### config.mk
export PLATFORM = sky130hd
export DESIGN_NAME = syncdowncnt
export DESIGN_NICKNAME = d
export VERILOG_FILES = /design/src/rtl/syncdowncnt.sv
export SDC_FILE = /design/constraint.sdc
export NUM_CORES = 1
export LEC_CHECK = 0
export ABC_CLOCK_PERIOD_IN_PS = 2100
export BUFFER_PORTS_ARGS = -buffer_cell sky130_fd_sc_hd__buf_4
export CAP_MARGIN = 20
export CORE_MARGIN = 2
export CORE_UTILIZATION = 40
export CTS_BUF_LIST = sky130_fd_sc_hd__clkbuf_2
export DETAILED_ROUTE_END_ITERATION = 10
export PLACE_DENSITY = 0.59
export SYNTH_ARGS = -nofsm -noshare
export SYNTH_HDL_FRONTEND = slang
export SYNTH_SLANG_ARGS = --single-unit
### constraint.sdc
create_clock -name clk -period 2.1 [get_ports clk]
set_clock_uncertainty 0.15 [all_clocks]
set_input_delay 0.21 -clock clk [delete_from_list [all_inputs] [get_ports clk]]
set_output_delay 0.21 -clock clk [all_outputs]
set_load 0.1 [all_outputs]
### src/rtl/syncdowncnt.sv
// 4-bit loadable down counter with one-shot / auto-reload modes, a registered
// terminal-count pulse and a done/ack completion handshake.
module syncdowncnt (
    input  logic       clk,
    input  logic       rst,
    input  logic       i,
    input  logic       ld,
    input  logic       d0,
    input  logic       d1,
    input  logic       d2,
    input  logic       d3,
    input  logic       mode,
    input  logic       ack,
    output logic       q0,
    output logic       q1,
    output logic       q2,
    output logic       q3,
    output logic       tc,
    output logic       busy,
    output logic       done,
    output logic [1:0] state_dbg
);

    typedef enum logic [1:0] {
        IDLE = 2'd0,
        RUN  = 2'd1,
        DONE = 2'd2
    } state_t;

    state_t     state, state_nx;
    logic [3:0] q, q_nx;
    logic [3:0] reload, reload_nx;
    logic       mode_r, mode_nx;
    logic       tc_r, tc_nx;
    logic [3:0] d;

    assign d = {d3, d2, d1, d0};

    always_ff @(posedge clk or negedge rst) begin
        if (!rst) begin
            state  <= IDLE;
            q      <= 4'd0;
            reload <= 4'd0;
            mode_r <= 1'b0;
            tc_r   <= 1'b0;
        end else begin
            state  <= state_nx;
            q      <= q_nx;
            reload <= reload_nx;
            mode_r <= mode_nx;
            tc_r   <= tc_nx;
        end
    end

    // Handshake: done is held while in DONE and drops on the first edge that
    // samples ack=1; ack has no effect in any other state, and ld is ignored in DONE.
    always_comb begin
        state_nx  = state;
        q_nx      = q;
        reload_nx = reload;
        mode_nx   = mode_r;
        tc_nx     = 1'b0;
        case (state)
            IDLE: begin
                if (ld) begin
                    q_nx      = d;
                    reload_nx = d;
                    mode_nx   = mode;
                    state_nx  = RUN;
                end
            end
            RUN: begin
                if (ld) begin
                    q_nx      = d;
                    reload_nx = d;
                    mode_nx   = mode;
                end else if (i) begin
                    if (q > 4'd1) begin
                        q_nx = q - 4'd1;
                    end else if (q == 4'd1) begin
                        q_nx  = 4'd0;
                        tc_nx = 1'b1;
                        if (!mode_r) state_nx = DONE;
                    end else if (mode_r) begin
                        // A zero reload value keeps q at 0 and pulses tc every enabled edge.
                        q_nx  = reload;
                        tc_nx = (reload == 4'd0);
                    end else begin
                        tc_nx    = 1'b1;
                        state_nx = DONE;
                    end
                end
            end
            DONE: begin
                q_nx = 4'd0;
                if (ack) state_nx = IDLE;
            end
            default: state_nx = IDLE;
        endcase
    end

    assign {q3, q2, q1, q0} = q;
    assign tc        = tc_r;
    assign busy      = (state == RUN);
    assign done      = (state == DONE);
    assign state_dbg = state;

endmodule

* Yosys cells after proc, flatten, opt, wreduce, memory -nomap -nowiden
Cells that the tools add are included.
Cells by class: reductions and logical operators 7, magnitude comparators 1, add/subtract/negate cells 1, mux-type cells 20, eq/ne operators 11
Operators with widths (count):
- $mux W4 | 6
- $mux W2 | 6
- $ne A2 B2 Y1 const B | 6
- $pmux W4 S3 | 1
- $mux W1 | 6
- $pmux W2 S3 | 1
- $reduce_and A6 Y1 | 1
- $ne A5 B2 Y1 const B | 1
- $eq A4 B1 Y1 const B | 1
- $gt A4 B1 Y1 const B | 1
- $logic_not A4 Y1 | 1
- $reduce_and A4 Y1 | 1
- $sub A4 B1 Y4 const B | 1
- $ne A3 B3 Y1 const B | 1
- $reduce_bool A3 Y1 | 1
- $eq A2 B1 Y1 const B | 1
- $eq A2 B2 Y1 const B | 1
- $logic_not A2 Y1 | 1
- $reduce_and A2 Y1 | 1
- $reduce_or A2 Y1 | 1
Storage, ports and cells: register bits after elaboration 12, bits of input ports 10, output and inout bits 9

* Longest topological paths before layout
Gate-level depths: netlist of run 1.
word-level depth 7, gate-level depth with buffers 7, depth with buffers taken out 6

* Least setup slack after synthesis of run 1
No wires, ideal clock.
path kind flip-flop to flip-flop, from reg state[0], in the netlist state_dbg[0], to reg q[0], setup time 0.126 ns, slack -1.034 ns, path buffers 0, arrival 2.858 ns, cell stages (with the launch flop) 5, cell sequence dfrtp_1 -> ha_1 -> nor2b_1 -> a21o_1 -> mux2_2
Between the ends: cells in the longest elaborated chain, start to end 3, elaborated cells between the ends (all ways) 9
RTL lines:
- start, declared | RTL line 30 | state_t state, state_nx;
- start signal, assigned | RTL line 47 | state <= state_nx;
- $eq A2 B1 Y1 *
- named net busy | RTL line 19 | output logic busy,
- $ne A5 B2 Y1 (no line) (tied with other cells)
- $reduce_and A4 Y1 (no line)
- end signal, assigned | RTL line 48 | q <= q_nx;
- end, declared | RTL line 31 | logic [3:0] q, q_nx;
The timed path passes the listed nets; every way through them passes the cells marked *. A chain may end at the register's enable or synchronous reset.

* Final worst setup path of run 1
from reg q[0], to reg state[0], in the netlist state_dbg[0]
Between the ends: cells in the longest elaborated chain, start to end 3
RTL lines:
- $gt A4 B1 Y1 | RTL line 78 | if (q > 4'd1) begin
- $ne A2 B2 Y1 (no line)
- $reduce_and A6 Y1 (no line)
Every way passes these cells.

==> out/qor.json, run 1 <==
{
  "synth.cells.most_frequent": "sky130_fd_sc_hd__dfrtp_1 (12), sky130_fd_sc_hd__inv_1 (11), sky130_fd_sc_hd__mux2_2 (7)",
  "fp.coreArea_um2": 2000,
  "timing_max_transition_violations_final": 0,
  "synth-seq-area-share": 0.349,
  "period_share": 0.946,
  "synth_seq_cells": 12,
  "max_cap_viol_count": 0,
  "setup.worst_path.start_class": "flip-flop",
  "drt_first_iter_violations": 43,
  "detail_route.wirelength_um": 2000,
  "synth_fp_nets": 107,
  "synth_area_leaders": "sky130_fd_sc_hd__dfrtp_1 (35%), sky130_fd_sc_hd__mux2_2 (9.2%), sky130_fd_sc_hd__ha_1 (8.7%)",
  "critical_path_arrival_ps": 2020,
  "critical-path-top-delay-family": "flip-flops",
  "hold_class": "in -> reg",
  "setup_viol": 0,
  "gr-usage-all-layers": 0.175,
  "synthArstFlopShare": 1.00,
  "dr.pass1.iters": 4,
  "cts.clk_slew.worst_paths_ps": 140,
  "detail_route.vias_per_cell": 5.45,
  "gp_congestion": 0.901,
  "worst-r2r-setup-slack_ps": 110,
  "synth_largest_area_cell": "sky130_fd_sc_hd__dfrtp_1",
  "critical-path-slowest-cell": "sky130_fd_sc_hd__dfrtp_4",
  "insertedDiodeCount": 0,
  "hold_violations": 0,
  "syn_area_um2": 860,
  "avgSynthCellArea_um2": 9.45,
  "route.detailed.drc": 0,
  "startpoint_of_the_lowest_slack_hold_path": "mode",
  "h-tree-depth": 1,
  "rsz0062_at_grt": "no",
  "worst_pin_slew_ps": 338,
  "synthMostInstantiatedCell": "sky130_fd_sc_hd__dfrtp_1",
  "post-place-ws_ps": 79.7,
  "hold_path_end": "mode_r",
  "max_clock_freq_mhz": 503,
  "ios": 19,
  "synth-warning-count": 0,
  "number_of_global_route_vias_before_repair": 707,
  "worstPathCellList": "inv_2, ha_1, buf_4, nor2_1, nand4b_1, a21oi_1, mux2_2",
  "synth_top_cell_area_share": 0.349,
  "fin_nets": 131,
  "synth_cell_types": 31,
  "row_count": 16,
  "clock-root-buffer": "sky130_fd_sc_hd__clkbuf_2",
  "crit_type": "reg -> reg",
  "drtAntennaViolNets": 0,
  "syn-instance-count": 91,
  "post_drt_wl_per_cell_um": 14.2,
  "postCtsSetupRepairBufs": 0,
  "number_of_enable_flip_flop_cells_after_synthesis": 0,
  "finalSetupTns_ps": 0,
  "detailed_route_via_count": 769,
  "slew-limit-headroom": 0.774,
  "areaGrowthSynthToFinish_pct": 28.4,
  "grt_remaining_overflow": 0,
  "run_status": "completed",
  "rr_worst_depth": 7,
  "start_util": 0.429,
  "cts_tree": "done",
  "post_route_cells_drive_above_1_share": 0.421,
  "die_height_um": 50.4,
  "timing.critical_path.fanout_max": 6,
  "synth_top_flop_cell": "sky130_fd_sc_hd__dfrtp_1",
  "critical_path.reg2reg.startpoint": "q[0]",
  "hold-path-cell-count": 2,
  "minimum_clock_period_after_layout_ps": 1990,
  "critical-path-max-stage-delay_ps": 530,
  "worst_skew_pair.late_latency_ps": 280,
  "grt_antenna_before_repair": 0,
  "cts-root-to-sink-buffers": 2,
  "worst_r2r_endpoint": "state_dbg[0]",
  "place.detailed.hpwl_um": 1570,
  "worst-endpoint-required_ps": 2140,
  "final_core_utilization": 0.551,
  "io_buffers": 18,
  "grt_start_max_net_pins": 13,
  "dieArea_um2": 2540,
  "clock_net_sink_count": 12,
  "chipWidth_um": 50.4,
  "number_of_buffers_created_by_cts": 3,
  "postLayoutSetupSlackWorst_ps": 112,
  "endpoint_kind_of_the_worst_setup_timing_path": "flip-flop",
  "grt_pass1_wl_um": 3370,
  "critical_path.n_buffers_inverters": 2
}
-- metrics by stage --
stage	instance area [µm²]	hold WS, ps	std cells
floorplan	910	-236	91
global placement	1070	-87.0	136
detailed placement	1070	-87.5	136
CTS	1100	7.74	141
global route	1100	11.1	141
finish	1100	23.0	141
-- cells by family after synthesis --
family,share of synthesized area
mux,0.0917
fa+ha+maj,0.0873
simple gates,0.162
compound gates,0.227
buf+inv,0.0830
flops,0.349
-- per-layer routing --
layer  up-vias  GRT usage  routed length (µm)
met4         0     0.0135                   0
met3         0     0.0565                 146
met2        36      0.276                 908
met1       351      0.243                 944
li1        382          -                   -
met5         -          0                   0
-- placed cells by master, fill, tap and decap left out, drive strengths merged, types with 4 or more instances in the layout --
cell type	n
a21oi	5
buf	21
clkbuf	4
dfrtp	12
ha	6
inv	11
mux2	7
nand2	6
nor2	6
o21ai	5
-- worst reg2reg max path, stage by stage, from the launching register on --
cell	delay, ps
sky130_fd_sc_hd__dfrtp_4	530
sky130_fd_sc_hd__inv_2	70
sky130_fd_sc_hd__ha_1	190
sky130_fd_sc_hd__buf_4	160
sky130_fd_sc_hd__nor2_1	60
sky130_fd_sc_hd__nand4b_1	190
sky130_fd_sc_hd__a21oi_1	190
sky130_fd_sc_hd__mux2_2	350
-- worst max-delay path by stage --
| stage | startpoint | to | slack, ps | depth (start not counted) |
|---|---|---|---|---|
| 2_1_floorplan | q[0] | q[0] | -20 | 5 |
| 3_3_place_gp | q[0] | q[0] | 120 | 5 |
| 3_5_place_dp | q[0] | q[0] | 80 | 5 |
| 4_1_cts | q[0] | q[0] | 60 | 5 |
| 5_1_grt | q[0] | state_dbg[0] | 1 | 7 |
| 6_report | q[0] | state_dbg[0] | 110 | 7 |
-- registers in the layout, summed over array words and instances (netlist names) --
signal	count
mode_r	1
q	4
reload	4
state_dbg	2
tc	1
-- area by class of cell --
cell class,instances,area [µm²]
fill,183,898
sequential,12,318
multi-input combinational,65,523
inverter,11,41.3
clock buffer,4,20.0
tap,27,33.8
timing repair buffer,22,168
-- timing repair --
item,in CTS,in global routing
hold buffers,1,0
resized for setup,0,1
setup endpoints to repair,0,2
endpoints found under the hold margin,12,0
Power of run 1 is not shown: default switching activity piles up to over one toggle a cycle in this logic, so the estimate is an artifact.
==> inputs of run 2 (changes only) <==
--- a/config.mk
+++ b/config.mk
@@ -5,14 +5,14 @@
 export SDC_FILE = /design/constraint.sdc
 export NUM_CORES = 1
 export LEC_CHECK = 0
-export ABC_CLOCK_PERIOD_IN_PS = 2100
+export ABC_CLOCK_PERIOD_IN_PS = 1800
 export BUFFER_PORTS_ARGS = -buffer_cell sky130_fd_sc_hd__buf_4
 export CAP_MARGIN = 20
 export CORE_MARGIN = 2
 export CORE_UTILIZATION = 40
 export CTS_BUF_LIST = sky130_fd_sc_hd__clkbuf_2
 export DETAILED_ROUTE_END_ITERATION = 10
-export PLACE_DENSITY = 0.59
+export PLACE_DENSITY = 0.61
 export SYNTH_ARGS = -nofsm -noshare
 export SYNTH_HDL_FRONTEND = slang
 export SYNTH_SLANG_ARGS = --single-unit
==> constraint.sdc (replaced) <==
create_clock -name clk -period 1.8 [get_ports clk]
set_clock_uncertainty 0.15 [all_clocks]
set_input_delay 0.18 -clock clk [delete_from_list [all_inputs] [get_ports clk]]
set_output_delay 0.18 -clock clk [all_outputs]
set_load 0.1 [all_outputs]
==> run 2 against run 1 <==
  * The run now ends with negative setup slack left
  * Final cell count up 6.4%
  * Worst setup slack lost 160 ps
  * Count of clock-buffer cells in the layout shrank 1
  * Worst hold slack got worse by 22 ps
  * Global-route usage increased by 1.8 points
  * Flip-flop and latch count unchanged
  * Wire length up 7.7%
  * Design area grew 11%
  * Sequential share of layout area down 2.5 points
  * Via count is 7.7% higher
  * Maximum frequency is 7.4% higher
  * Die area unchanged
  * Largest cell class unchanged
==> out/qor.json, run 2 (same netlist as run 1, synthesis figures left out) <==
{
  "chipWidth_um": 50.4,
  "period_share": 1.03,
  "gp_congestion": 0.838,
  "crit_type": "reg -> reg",
  "detail_route.vias_per_cell": 5.52,
  "drt_first_iter_violations": 15,
  "route.detailed.drc": 0,
  "cts_tree": "done",
  "areaGrowthSynthToFinish_pct": 42.8,
  "max_clock_freq_mhz": 540,
  "final_common_cell": "sky130_fd_sc_hd__buf_4",
  "number_of_global_route_vias_before_repair": 831,
  "design_area_um2": 1230,
  "io_buffers": 18,
  "cts-root-to-sink-buffers": 2,
  "post_route_cells_drive_above_1_share": 0.480,
  "detail_route.wirelength_um": 2150,
  "die_height_um": 50.4,
  "cts.clk_slew.worst_paths_ps": 120,
  "setup_viol": 3,
  "fillers": 186,
  "fin_nets": 141,
  "slew-limit-headroom": 0.815,
  "sequential_cell_area_um2": 323,
  "insertedDiodeCount": 0,
  "minimum_clock_period_after_layout_ps": 1850,
  "dieArea_um2": 2540,
  "fp.coreArea_um2": 2000,
  "gr-usage-all-layers": 0.193,
  "drtAntennaViolNets": 0,
  "run_status": "finished, violations left",
  "timing_max_transition_violations_final": 0,
  "clock-root-buffer": "sky130_fd_sc_hd__clkbuf_2",
  "detailed_route_via_count": 828,
  "start_util": 0.429,
  "clock_net_sink_count": 12,
  "failed_checks": "negative setup slack",
  "worstPathCellList": "buf_4, or4b_1, o311a_2, o21ai_1, a211oi_1",
  "final_cell_mix": "sky130_fd_sc_hd__buf_4 (29), sky130_fd_sc_hd__inv_1 (7)",
  "dr.pass1.iters": 4,
  "hold_class": "in -> reg",
  "post_dp_cell_area_um2": 1160,
  "setup.worst_path.start_class": "flip-flop",
  "row_count": 16,
  "multi_input_comb_area_um2": 559,
  "max_cap_viol_count": 0,
  "critical_path_arrival_ps": 1860,
  "grt_remaining_overflow": 0,
  "endpoint_kind_of_the_worst_setup_timing_path": "flip-flop",
  "postLayoutSetupSlackWorst_ps": -50.3,
  "grt_start_max_net_pins": 13,
  "hold_violations": 0,
  "critical_path.n_buffers_inverters": 1,
  "worst_skew_pair.late_latency_ps": 270,
  "ios": 19,
  "timing.critical_path.fanout_max": 4,
  "worst-endpoint-required_ps": 1800,
  "critical-path-max-stage-delay_ps": 530,
  "place.detailed.hpwl_um": 1700,
  "h-tree-depth": 1,
  "rsz0062_at_grt": "yes",
  "critical-path-slowest-cell": "sky130_fd_sc_hd__dfrtp_4",
  "worst_pin_slew_ps": 274,
  "grt_pass1_wl_um": 3710,
  "hold_slack_ps": 0.809,
  "post_drt_wl_per_cell_um": 14.4,
  "grt_antenna_before_repair": 0,
  "number_of_buffers_created_by_cts": 3,
  "critical-path-top-delay-family": "flip-flops"
}
## run 2: cell type report
| type | count | area share |
|---|---|---|
| repair buffers | 32 | 0.202 |
| multi-input cells | 65 | 0.456 |
| inverters | 11 | 0.0398 |
| flip-flops and latches | 12 | 0.263 |
| well taps | 27 | 0.0275 |
| clock buffers | 3 | 0.0122 |
## run 2: metrics by stage
step | setup TNS (ps) | cells | worst slack [ps] | util
floorplan | -954 | 91 | -285 | -
global placement | -62.3 | 143 | -31.7 | 0.578
detailed placement | -217 | 143 | -83.8 | 0.578
CTS | -137 | 150 | -69.2 | 0.609
global route | -392 | 150 | -130 | 0.613
finish | -113 | 150 | -50.3 | 0.613
## run 2: final timing paths
| check | to | cells after the start | slack [ps] | startpoint |
|---|---|---|---|---|
| max in group asynchronous | q[2] | 2 | 1200 | rst |
| hold reg to reg | reload[2] | 1 | 410 | reload[2] |
| setup reg to reg | q[3] | 5 | -50 | q[0] |
| setup / recovery | q[3] | 5 | -50 | q[0] |
| hold / removal | reload[2] | 2 | 0.8 | d2 |
| min in group asynchronous | state_dbg[1] | 2 | 120 | rst |
## run 2: per-layer routing
metal	wire length, µm	vias to the layer above	track usage
li1	-	397	-
met1	986	395	0.253
met2	1010	27	0.314
met3	110	9	0.0327
met4	51	0	0.0811
met5	0	-	0
## run 2: timing repair
action	4_1_cts	5_1_grt
hold buffers	3	0
resized for setup	2	2
hold endpoints to repair	14	0
setup buffers	1	0
setup endpoints to repair	5	5
pin swaps	4	4
Power of run 2 is left out for the same reason.
==> inputs of run 3 (changes only) <==
--- a/config.mk
+++ b/config.mk
@@ -13,6 +13,7 @@
 export CTS_BUF_LIST = sky130_fd_sc_hd__clkbuf_2
 export DETAILED_ROUTE_END_ITERATION = 10
 export PLACE_DENSITY = 0.61
+export SETUP_SLACK_MARGIN = 0.15
 export SYNTH_ARGS = -nofsm -noshare
 export SYNTH_HDL_FRONTEND = slang
 export SYNTH_SLANG_ARGS = --single-unit
==> run 3 against run 2 <==
  * The flow still finishes with violations (negative setup slack)
  * Via count grew 3.7%
  * Sequential share of layout area down 2.1 points
  * Non-clock buffer count is 6 higher
  * Global-route usage up 0.65 points
  * Critical path depth did not move
  * Core utilization grew 5.4 points
  * Critical endpoint unchanged
  * Highest routed layer unchanged
==> out/qor.json, run 3 (same netlist as run 1, synthesis figures left out) <==
{
  "run_status": "finished, violations left",
  "failed_checks": "negative setup slack",
  "critical_path_arrival_ps": 1870,
  "critical-path-slowest-cell": "sky130_fd_sc_hd__dfrtp_4",
  "timing_max_transition_violations_final": 0,
  "postLayoutSetupSlackWorst_ps": -61.8,
  "period_share": 1.03,
  "dr.pass1.iters": 4,
  "endpoint_kind_of_the_worst_setup_timing_path": "flip-flop",
  "worst-r2r-setup-slack_ps": -60,
  "drt_first_iter_violations": 26,
  "setup.worst_path.start_class": "flip-flop",
  "minimum_clock_period_after_layout_ps": 1860,
  "drtAntennaViolNets": 0,
  "detail_route.wirelength_um": 2270,
  "fp.coreArea_um2": 2000,
  "detailed_route_via_count": 859,
  "number_of_buffers_created_by_cts": 3,
  "worstPathCellList": "buf_4, or4b_1, o311a_2, o21ai_1, a211oi_2",
  "post_route_cells_drive_above_1_share": 0.538,
  "crit_type": "reg -> reg",
  "grt_start_max_net_pins": 13,
  "worst_skew_pair.late_latency_ps": 270,
  "critical_path.reg2reg.startpoint": "q[0]",
  "h-tree-depth": 1,
  "setup_viol": 2,
  "hold_class": "in -> reg",
  "cts-root-to-sink-buffers": 2,
  "areaGrowthSynthToFinish_pct": 55.5,
  "cts_tree": "done",
  "route.detailed.drc": 0,
  "start_util": 0.429,
  "insertedDiodeCount": 0,
  "grt_remaining_overflow": 0,
  "rsz0062_at_grt": "yes",
  "critical-path-max-stage-delay_ps": 540,
  "ios": 19,
  "number_of_global_route_vias_before_repair": 856,
  "worst-endpoint-required_ps": 1810,
  "timing.critical_path.fanout_max": 4,
  "finalSetupTns_ps": -102,
  "rr_worst_depth": 5,
  "io_buffers": 18,
  "final_common_cell": "sky130_fd_sc_hd__buf_4",
  "hold-path-cell-count": 2,
  "clock_net_sink_count": 12,
  "cts.clk_slew.worst_paths_ps": 130,
  "chipWidth_um": 50.4,
  "slew-limit-headroom": 0.783,
  "gr-usage-all-layers": 0.200,
  "worst_r2r_endpoint": "q[3]",
  "fin_nets": 147,
  "row_count": 16,
  "final_cell_mix": "sky130_fd_sc_hd__buf_4 (31), sky130_fd_sc_hd__inv_1 (7), sky130_fd_sc_hd__nor2_1 (6), sky130_fd_sc_hd__dfrtp_1 (6), sky130_fd_sc_hd__dfrtp_4 (6)",
  "dieArea_um2": 2540,
  "max_clock_freq_mhz": 537,
  "hold_path_end": "reload[3]",
  "detail_route.vias_per_cell": 5.47,
  "post_drt_wl_per_cell_um": 14.5,
  "place.detailed.hpwl_um": 1680,
  "clock-root-buffer": "sky130_fd_sc_hd__clkbuf_2",
  "hold_violations": 0,
  "grt_antenna_before_repair": 0,
  "grt_pass1_wl_um": 3860,
  "max_cap_viol_count": 0,
  "gp_congestion": 0.869,
  "worst_pin_slew_ps": 323,
  "die_height_um": 50.4,
  "startpoint_of_the_lowest_slack_hold_path": "d3"
}
run 3: cell count changes in the layout (fill, tap and decap cells not counted), sizes merged:
cell	previous run	this run
buf	29	33
clkinv	0	1
dlygate4sd3	3	5
run 3: what timing repair did:
action	CTS	global route
setup buffers	1	4
setup endpoints to repair	7	8
pin swaps	5	8
hold buffers	5	0
resized for setup	9	10
hold endpoints to repair	16	0
run 3: metal layers:
metal	routed length, µm	GRT usage
met1	1050	0.269
met2	1080	0.318
met3	120	0.0238
met4	24	0.0946
met5	0	0
run 3: worst max-delay path by stage:
stage                             from  endpoint  depth (start not counted)
after floorplan           state_dbg[1]      q[0]                          5
after global placement            q[0]      q[0]                          5
after detailed placement          q[0]      q[0]                          5
after CTS                         q[0]      q[0]                          5
after global routing              q[0]      q[0]                          6
final                             q[0]      q[3]                          5
run 3: area by class of cell:
class / count / area (µm²)
fillers: 183 / 666
multi-input cells: 65 / 589
flip-flops and latches: 12 / 323
repair buffers: 38 / 323
inverters: 11 / 48.8
well taps: 27 / 33.8
clock buffers: 3 / 15.0
clock inverters: 1 / 3.75
run 3: through the flow:
stage	utilization	hold WS, ps	setup WS [ps]	cells	cell area [µm²]
after floorplan	-	-266	-284	91	943
after global placement	0.578	-121	-26.3	143	1160
after detailed placement	0.578	-119	-66.5	143	1160
after CTS	0.635	7.39	-56.9	153	1270
after global routing	0.668	16.4	-135	157	1340
final	0.668	17.3	-61.8	157	1340
run 3: critical path: cells and delay by family (launching register included):
kind                   cells  cell delay, ps
AND/OR/NAND/NOR            1             510
AO/OA/AOI/OAI              3             400
flip-flops                 1             540
buffers and inverters      1             150
Power of run 3 is left out for the same reason.
